**config.mk**
```make
export PLATFORM = sky130hd
export DESIGN_NAME = jfpjc_stream_framer
export DESIGN_NICKNAME = d
export VERILOG_FILES = /design/src/rtl/jfpjc_stream_framer.sv
export SDC_FILE = /design/constraint.sdc
export NUM_CORES = 1
export LEC_CHECK = 0
export BUFFER_PORTS_ARGS = -buffer_cell sky130_fd_sc_hd__buf_2
export CORE_MARGIN = 2
export CORE_UTILIZATION = 50
export CTS_CLUSTER_SIZE = 20
export DETAILED_ROUTE_END_ITERATION = 6
export GPL_TIMING_DRIVEN = 1
export PLACE_DENSITY = 0.79
export SLEW_MARGIN = 5
export SYNTH_ARGS = -nofsm -noshare
export SYNTH_HDL_FRONTEND = slang
export SYNTH_SLANG_ARGS = --single-unit
```
**constraint.sdc**
```tcl
create_clock -name clock -period 4.7 [get_ports clock]
set_clock_uncertainty 0.15 [all_clocks]
set_input_delay 0.94 -clock clock [delete_from_list [all_inputs] [get_ports clock]]
set_output_delay 0.94 -clock clock [all_outputs]
set_load 0.02 [all_outputs]
```
**src/rtl/jfpjc_stream_framer.sv**
```systemverilog
// jfpjc_stream_framer: turns the bit packer's 32-bit word stream into a
// byte-serial JPEG file stream. For each frame it emits the header from an
// external ROM, then the byte-stuffed scan data, then the EOI marker FF D9.
//
// Output handshake: out_data/out_valid come from a single holding register.
// A byte transfers on a posedge where out_valid && out_ready. Once out_valid
// is high, out_data is held stable and out_valid stays high until that
// transfer happens; only reset clears it otherwise. A new byte is loaded only
// when the holding register is empty or being emptied this cycle (slot_free).
// The input side has no backpressure: words arriving at a full FIFO are
// dropped and flagged in overflow.
module jfpjc_stream_framer #(
  parameter int HEADER_SIZE       = 328,
  parameter int HEADER_ADDR_WIDTH = 9,
  parameter int FIFO_DEPTH_LOG2   = 3
) (
  input  logic                         clock,
  input  logic                         nreset,
  input  logic                         frame_start,
  input  logic                         frame_end,
  input  logic [31:0]                  data_in,
  input  logic                         data_in_valid,
  output logic [HEADER_ADDR_WIDTH-1:0] header_addr,
  input  logic [7:0]                   header_data,
  output logic [7:0]                   out_data,
  output logic                         out_valid,
  input  logic                         out_ready,
  output logic                         busy,
  output logic                         frame_done,
  output logic                         overflow,
  output logic [15:0]                  byte_count
);

  localparam int FIFO_DEPTH = 1 << FIFO_DEPTH_LOG2;
  localparam logic [HEADER_ADDR_WIDTH-1:0] LAST_ADDR = HEADER_ADDR_WIDTH'(HEADER_SIZE - 1);

  typedef enum logic [2:0] {
    S_IDLE,
    S_HEADER,
    S_DATA,
    S_STUFF,
    S_EOI_FF,
    S_EOI_D9
  } state_t;

  state_t state, state_next;

  // Input word FIFO (one extra pointer bit distinguishes full from empty).
  logic [31:0]              fifo_mem [FIFO_DEPTH];
  logic [FIFO_DEPTH_LOG2:0] wr_ptr, rd_ptr;
  logic                     fifo_empty, fifo_full, push, pop;
  logic [31:0]              fifo_head;

  // Word currently being serialised.
  logic [31:0] cur_word;
  logic [1:0]  byte_idx;
  logic        have_word;
  logic [7:0]  cur_byte;

  // Frame control.
  logic end_pending;
  logic rom_ok;       // header_data reflects the current header_addr
  logic d9_sent;      // D9 is sitting in the output register

  // Combinational controls from the FSM.
  logic       accept, slot_free;
  logic       load;
  logic [7:0] load_byte;
  logic       hdr_step, word_take, byte_step, eoi_done, clear_frame;

  assign accept     = out_valid && out_ready;
  assign slot_free  = !out_valid || out_ready;
  assign busy       = (state != S_IDLE);

  assign fifo_empty = (wr_ptr == rd_ptr);
  assign fifo_full  = (wr_ptr[FIFO_DEPTH_LOG2] != rd_ptr[FIFO_DEPTH_LOG2]) &&
                      (wr_ptr[FIFO_DEPTH_LOG2-1:0] == rd_ptr[FIFO_DEPTH_LOG2-1:0]);
  assign fifo_head  = fifo_mem[rd_ptr[FIFO_DEPTH_LOG2-1:0]];
  // A pop in the same cycle frees the slot, so a push while full is legal then.
  assign push       = data_in_valid && (!fifo_full || pop);

  // Pick the next byte of the current word, most significant first.
  always_comb begin
    cur_byte = cur_word[31:24];
    case (byte_idx)
      2'd0: cur_byte = cur_word[31:24];
      2'd1: cur_byte = cur_word[23:16];
      2'd2: cur_byte = cur_word[15:8];
      2'd3: cur_byte = cur_word[7:0];
      default: cur_byte = cur_word[31:24];
    endcase
  end

  // State register.
  always_ff @(posedge clock or negedge nreset) begin
    if (!nreset) state <= S_IDLE;
    else         state <= state_next;
  end

  // Next-state and per-cycle datapath controls.
  always_comb begin
    state_next  = state;
    load        = 1'b0;
    load_byte   = 8'h00;
    pop         = 1'b0;
    hdr_step    = 1'b0;
    word_take   = 1'b0;
    byte_step   = 1'b0;
    eoi_done    = 1'b0;
    clear_frame = 1'b0;
    case (state)
      S_IDLE: begin
        if (frame_start) begin
          clear_frame = 1'b1;
          state_next  = S_HEADER;
        end
      end
      S_HEADER: begin
        // The last header byte hands over to DATA as it is loaded; DATA can
        // only load its first byte once that header byte has been accepted.
        if (rom_ok && slot_free) begin
          load      = 1'b1;
          load_byte = header_data;
          hdr_step  = 1'b1;
          if (header_addr == LAST_ADDR) state_next = S_DATA;
        end
      end
      S_DATA: begin
        if (slot_free) begin
          if (have_word) begin
            load      = 1'b1;
            load_byte = cur_byte;
            byte_step = 1'b1;
            if (cur_byte == 8'hFF) state_next = S_STUFF;
          end else if (!fifo_empty) begin
            // Pop and emit the first byte in the same cycle to keep 1 byte/cycle.
            pop       = 1'b1;
            word_take = 1'b1;
            load      = 1'b1;
            load_byte = fifo_head[31:24];
            if (fifo_head[31:24] == 8'hFF) state_next = S_STUFF;
          end else if (end_pending) begin
            state_next = S_EOI_FF;
          end
        end
      end
      S_STUFF: begin
        if (slot_free) begin
          load       = 1'b1;
          load_byte  = 8'h00;
          state_next = S_DATA;
        end
      end
      S_EOI_FF: begin
        if (slot_free) begin
          load       = 1'b1;
          load_byte  = 8'hFF;
          state_next = S_EOI_D9;
        end
      end
      S_EOI_D9: begin
        if (!d9_sent) begin
          if (slot_free) begin
            load      = 1'b1;
            load_byte = 8'hD9;
          end
        end else if (accept) begin
          eoi_done   = 1'b1;
          state_next = S_IDLE;
        end
      end
      default: state_next = S_IDLE;
    endcase
  end

  // FIFO storage; contents need no reset because the pointers define validity.
  always_ff @(posedge clock) begin
    if (push) fifo_mem[wr_ptr[FIFO_DEPTH_LOG2-1:0]] <= data_in;
  end

  // FIFO pointers.
  always_ff @(posedge clock or negedge nreset) begin
    if (!nreset) begin
      wr_ptr <= '0;
      rd_ptr <= '0;
    end else begin
      if (push) wr_ptr <= wr_ptr + 1'b1;
      if (pop)  rd_ptr <= rd_ptr + 1'b1;
    end
  end

  // Output holding register and frame bookkeeping.
  always_ff @(posedge clock or negedge nreset) begin
    if (!nreset) begin
      out_valid   <= 1'b0;
      out_data    <= 8'h00;
      frame_done  <= 1'b0;
      overflow    <= 1'b0;
      byte_count  <= 16'h0000;
      header_addr <= '0;
      rom_ok      <= 1'b0;
      end_pending <= 1'b0;
      d9_sent     <= 1'b0;
      cur_word    <= 32'h0;
      byte_idx    <= 2'd0;
      have_word   <= 1'b0;
    end else begin
      frame_done <= eoi_done;

      if (load) begin
        out_valid <= 1'b1;
        out_data  <= load_byte;
      end else if (accept) begin
        out_valid <= 1'b0;
      end

      if (clear_frame)                          byte_count <= 16'h0000;
      else if (accept && byte_count != 16'hFFFF) byte_count <= byte_count + 16'd1;

      if (clear_frame)                             overflow <= 1'b0;
      else if (data_in_valid && fifo_full && !pop) overflow <= 1'b1;

      if (clear_frame || eoi_done)               end_pending <= 1'b0;
      else if (frame_end && state != S_IDLE)     end_pending <= 1'b1;

      // Changing the address invalidates header_data for one cycle.
      if (clear_frame)                           header_addr <= '0;
      else if (hdr_step && header_addr != LAST_ADDR)
        header_addr <= header_addr + HEADER_ADDR_WIDTH'(1);
      rom_ok <= !(clear_frame || hdr_step);

      if (state == S_EOI_D9 && load)             d9_sent <= 1'b1;
      else if (clear_frame || eoi_done)          d9_sent <= 1'b0;

      if (clear_frame) begin
        have_word <= 1'b0;
        byte_idx  <= 2'd0;
      end else if (word_take) begin
        cur_word  <= fifo_head;
        byte_idx  <= 2'd1;
        have_word <= 1'b1;
      end else if (byte_step) begin
        byte_idx <= byte_idx + 2'd1;
        if (byte_idx == 2'd3) have_word <= 1'b0;
      end
    end
  end

endmodule

```
* After elaboration in Yosys (flattened, before gate mapping)
Memories as Yosys holds them, arrays and structs flattened.
Index checks and enable logic that the tools add are counted.
** Cells by class
- $add $sub $neg :: 5
- Eq/ne operators :: 27
- Muxes and demuxes :: 63
- Bitwise gates (word level) :: 1
- Reduce and logical (&&, ||, !) cells :: 33
** Operators by type and width (number)
- $pmux 8 s4 :: 2
- $mux 8 :: 7
- $mux 3 :: 13
- $mux 1 :: 32
- $mux 16 :: 2
- $mux 9 :: 2
- $pmux 3 s6 :: 1
- $add 16x1->16 const B :: 1
- $eq 8x8->1 const B :: 2
- $ne 16x16->1 const B :: 1
- $ne 2x2->1 const B :: 8
- $reduce_bool 2->1 :: 6
- $reduce_and 11->1 :: 1
- $logic_and 1x1->1 :: 10
- $add 9x1->9 const B :: 1
- $eq 9x9->1 const B :: 1
- $ne 9x9->1 const B :: 1
- $reduce_bool 3->1 :: 3
- $add 4x1->4 const B :: 2
- $ne 4x4->1 const B :: 2
- $eq 3x2->1 const B :: 2
- $eq 3x3->1 const B :: 2
- $mux 2 :: 3
- $eq 2x2->1 const B :: 2
- 15 further kinds :: 22
** Word-level totals
- Register bits :: 85
- Bits in writable memories :: 256
- Output and inout bits :: 37
- Memories :: 1
** Memories
- fifo_mem :: depth 8, bits a word 32, rd ports 1, clocked after memory_dff 0, wr ports 1, line 49 : logic [31:0] fifo_mem [FIFO_DEPTH];

* Logic depth before layout (Yosys ltp)
- Depth after elaboration :: 9
- Gate-level depth with buffers :: 10
- Depth with buffers taken out :: 9

* Worst setup path before layout
No wires, ideal clock.
- Path type :: reg-to-reg
- Start :: register state[2]
- End :: memory fifo_mem[0][0], enable pin
- Setup time :: 0.501 ns
- Data arrival time :: 4.563 ns
- Slack :: -0.514 ns
- Stages on the path, launching flop included :: 8
- Path buffers :: 2
- Period minus slack after synthesis :: 5.214 ns
- Cell sequence :: dfrtp_1 -> buf_2 -> or3b_1 -> clkbuf_1 -> nor3_2 -> nor3_1 -> nand2b_1 -> nor4_1
** Between the ends
- Word-level cells in the longest chain between the ends :: 6
** Ends and longest elaborated chain
- from (decl) :: line 46 : state_t state, state_next;
- from (signal assigned) :: line 97 : else state <= state_next;
- $eq 3x2->1 :: line 111 : case (state)
- $mux 1 :: line 111
- $logic_or 1x1->1 :: line 80 : assign push = data_in_valid && (!fifo_full || pop);
- $logic_and 1x1->1 :: line 80
- $mux 1 :: line 178 : if (push) fifo_mem[wr_ptr[FIFO_DEPTH_LOG2-1:0]] <= data_in;
- $mux 1 (implied by the code) :: line 178
- to (decl) :: line 49
Every way passes these cells.

* Worst setup path in the final report
- Start :: register state[1]
- End :: memory fifo_mem[6][8], enable pin
The elaborated chain is that of the path after synthesis.

==> flow_summary_export.csv <==
group,metric,value,unit
status,outcome,"finished, final reports clean",
worst_setup_path,rr_endpoint,"fifo_mem[6][8]$_DFFE_PP_",
detailed_routing,dr.pass1.iters,7,
yosys,synthCells,825,
clocking,postCtsSetupBuffers,0,
timing,relSlewSlack,40.8,%
timing,min_period_over_period,69.2,%
die,die_width,170,um
yosys,yosysTopAreaCell,"edfxtp_1",
clocking,cts_buffers,35,
die,fp.dieH,170,um
clocking,cts_tree,"yes",
timing,setup_viol,0,
hold_path,holdCritStartpoint,"cur_word[24]$_DFFE_PN0P_",
yosys,ys_warn_count,0,
hold_path,hold_end,"cur_word[24]$_DFFE_PN0P_",
place,place.gp.congestion,0.814,
final_layout,drive_gt1_share,24.9,%
place,io_buffers,82,
die,dieArea,0.0289,mm2
die,core-area,0.0270,mm2
global_route,grt-ovfl-total,0,
yosys,async_reset_ff_share,24.9,%
clocking,cts.reportedPaths.clkPinSlew,0.06,ns
place,place_hpwl,17.9,mm
hold_path,holdPathStages,2,
timing,rsz0062_at_grt,"false",
yosys,ys_seq_elements,341,
global_route,track_usage,20.7,%
yosys,synthTopCellsByArea,"edfxtp_1 (56%), dfrtp_1 (15%), mux4_2 (9.8%)",
detailed_routing,ant_nets,0,
worst_setup_path,cp.arrival,3.33,ns
clocking,clk_latency,0.52,ns
pwr,leakage,0.00583,uW
pwr,power.total,10100,uW
timing,slew_violations,0,
clocking,holdBufCountCts,0,
clocking,htreeDepth,2,
detailed_routing,vias,7686,
detailed_routing,vias_per_cell,5.95,
detailed_routing,post-route-drc-count,0,
pwr,max-vdd-ir-drop,0.399,mV
global_route,grt_antenna_before_repair,1,
clocking,cts_buffer_depth,3,
yosys,synth_top_area_share,55.9,%
hold_path,min_path_type,"register to register",
worst_setup_path,start_kind,"register",
yosys,synth_cell_types,54,
yosys,syn_area_per_cell,16.7,um2
timing,fmax,307,MHz
detailed_routing,wirelength,28.9,mm
yosys,netlist_area,0.0138,mm2
die,start_util,51.0,%
final_layout,num_antenna_cells,0,
final_layout,area_growth,15.2,%
pwr,powerDensity,634,mW/mm2
timing,setup_tns,0,ns
worst_setup_path,critical_path_required,4.78,ns
timing,worst_pin_slew,0.886,ns
global_route,first_global_vias,7784,
worst_setup_path,worst-setup-path-type,"register to register",
die,std_cell_rows,60,
run,drv_cap,0,
yosys,ys_seq_area_share,71.3,%
timing,period_needed,3.25,ns
global_route,grt_max_degree,63,
yosys,syn-num-nets,879,
clocking,cts_sinks,341,
die,ios,83,
clocking,cts_resized,0,
final_layout,fin_nets,978,
global_route,grt_pass1_wl,45.1,mm
worst_setup_path,reg2regPathDepth,7,
worst_setup_path,cp_max_fo,23,
worst_setup_path,rr_startpoint,"state[1]$_DFFE_PN0P_",
yosys,synth_top_flop_cell,"edfxtp_1",
timing,finalHoldViolCount,0,
clocking,cts_root_buffer,"clkbuf_16",
detailed_routing,wl_per_cell,22.4,um
detailed_routing,drtIter0Drc,814,
yosys,synth-edff-count,256,
worst_setup_path,endpoint_kind,"register",
worst_setup_path,r2r_slack,1.45,ns
[cell families (layout without fill, tap and decap cells)]
group	after synthesis	in the layout	synth area share, %
buf+inv	50	176	1.82
simple gates	194	194	6.88
xor+xnor	29	29	1.85
flops	341	341	71.3
mux	99	99	12.7
compound gates	104	104	4.73
fa+ha+maj	8	8	0.728
[metrics by stage]
stage | utilization [%] | instance area [um2] | cells | hold WS [ns] | setup slack (ns)
global placement | 54.2 | 14600 | 1228 | 0.305 | 1.36
detailed placement | 54.2 | 14600 | 1228 | 0.314 | 1.25
global route | 58.8 | 15900 | 1292 | 0.339 | 1.21
finish | 58.8 | 15900 | 1292 | 0.333 | 1.45
CTS | 58.8 | 15900 | 1292 | 0.330 | 1.42
floorplan | - | 13800 | 825 | 0.291 | 0.318
[sequential cells by signal, summed over array words and instances (netlist names), 2 cells and up]
signal and count:
fifo_mem 256, cur_word 32, byte_count 16, header_addr 9, out_data 8, rd_ptr 4, wr_ptr 4, state 3
byte_idx 2
[how the worst max path moves through the flow]
stage	from	endpoint	cells past startpoint
2_1_floorplan	state[2]$_DFFE_PN0P_	fifo_mem[1][0]$_DFFE_PP_	7
3_3_place_gp	out_ready	fifo_mem[6][15]$_DFFE_PP_	8
3_5_place_dp	out_ready	fifo_mem[6][22]$_DFFE_PP_	8
4_1_cts	state[1]$_DFFE_PN0P_	fifo_mem[6][5]$_DFFE_PP_	7
5_1_grt	state[1]$_DFFE_PN0P_	fifo_mem[6][1]$_DFFE_PP_	7
6_report	state[1]$_DFFE_PN0P_	fifo_mem[6][8]$_DFFE_PP_	7
[per-layer routing]
layer	vias up	track usage (%)	routed length, um
met3	64	3.56	2000
met1	3916	27.9	11900
met2	300	34.2	14300
li1	3406	-	-
met4	0	7.47	745
met5	-	0	0
[worst max-delay path, stage by stage, from the launching register on]
cell and delay (ns):
dfrtp_1 0.54, or3b_1 0.49, nor3_2 0.21, nor3_1 0.13, nor2b_2 0.16, nand2_1 0.22
nor2_4 0.77, buf_4 0.28
[area by class of cell]
type / count / area [um2]
fill: 1929 / 11100
sequential: 341 / 9820
multi-input combinational: 434 / 3750
clock buffer: 50 / 1010
timing repair buffer: 103 / 571
tap: 341 / 427
clock inverter: 14 / 236
inverter: 9 / 36.3
[power by group]
| part | total, uW | switching, uW | internal, uW |
|---|---|---|---|
| clock network | 2950 | 1120 | 1830 |
| registers | 4350 | 470 | 3880 |
| logic | 2750 | 1580 | 1180 |
[cells in the mapped netlist (4+ instances only)]
cell,instances
edfxtp_1,256
dfrtp_1,85
nand2_1,69
mux4_2,60
nor2_1,46
o21ai_0,41
mux2i_1,39
a21oi_1,29
xnor2_1,20
clkbuf_1,17
nor3_1,15
nand3_1,14
buf_2,12
nor2b_1,11
xor2_1,9
a222oi_1,8
ha_1,8
nand4_1,8
inv_1,7
nand2b_1,7
a221oi_1,6
buf_4,6
nor4_1,5
or3_1,5
and3_1,4
[layout by cell type, fill, tap and decap left out, drive strengths merged, types with 2 or more instances in the layout]
cell,n
a211o,3
a211oi,2
a21o,2
a21oi,29
a221oi,6
a222oi,8
and3,4
buf,103
bufinv,6
clkbuf,50
clkinv,8
dfrtp,85
edfxtp,256
ha,8
inv,9
mux2i,39
mux4,60
nand2,69
nand2b,8
nand3,14
nand4,9
nor2,46
nor2b,13
nor3,16
nor4,6
o211ai,3
o21ai,41
or3,5
xnor2,20
xor2,9
(Power assumes the default switching activity.)
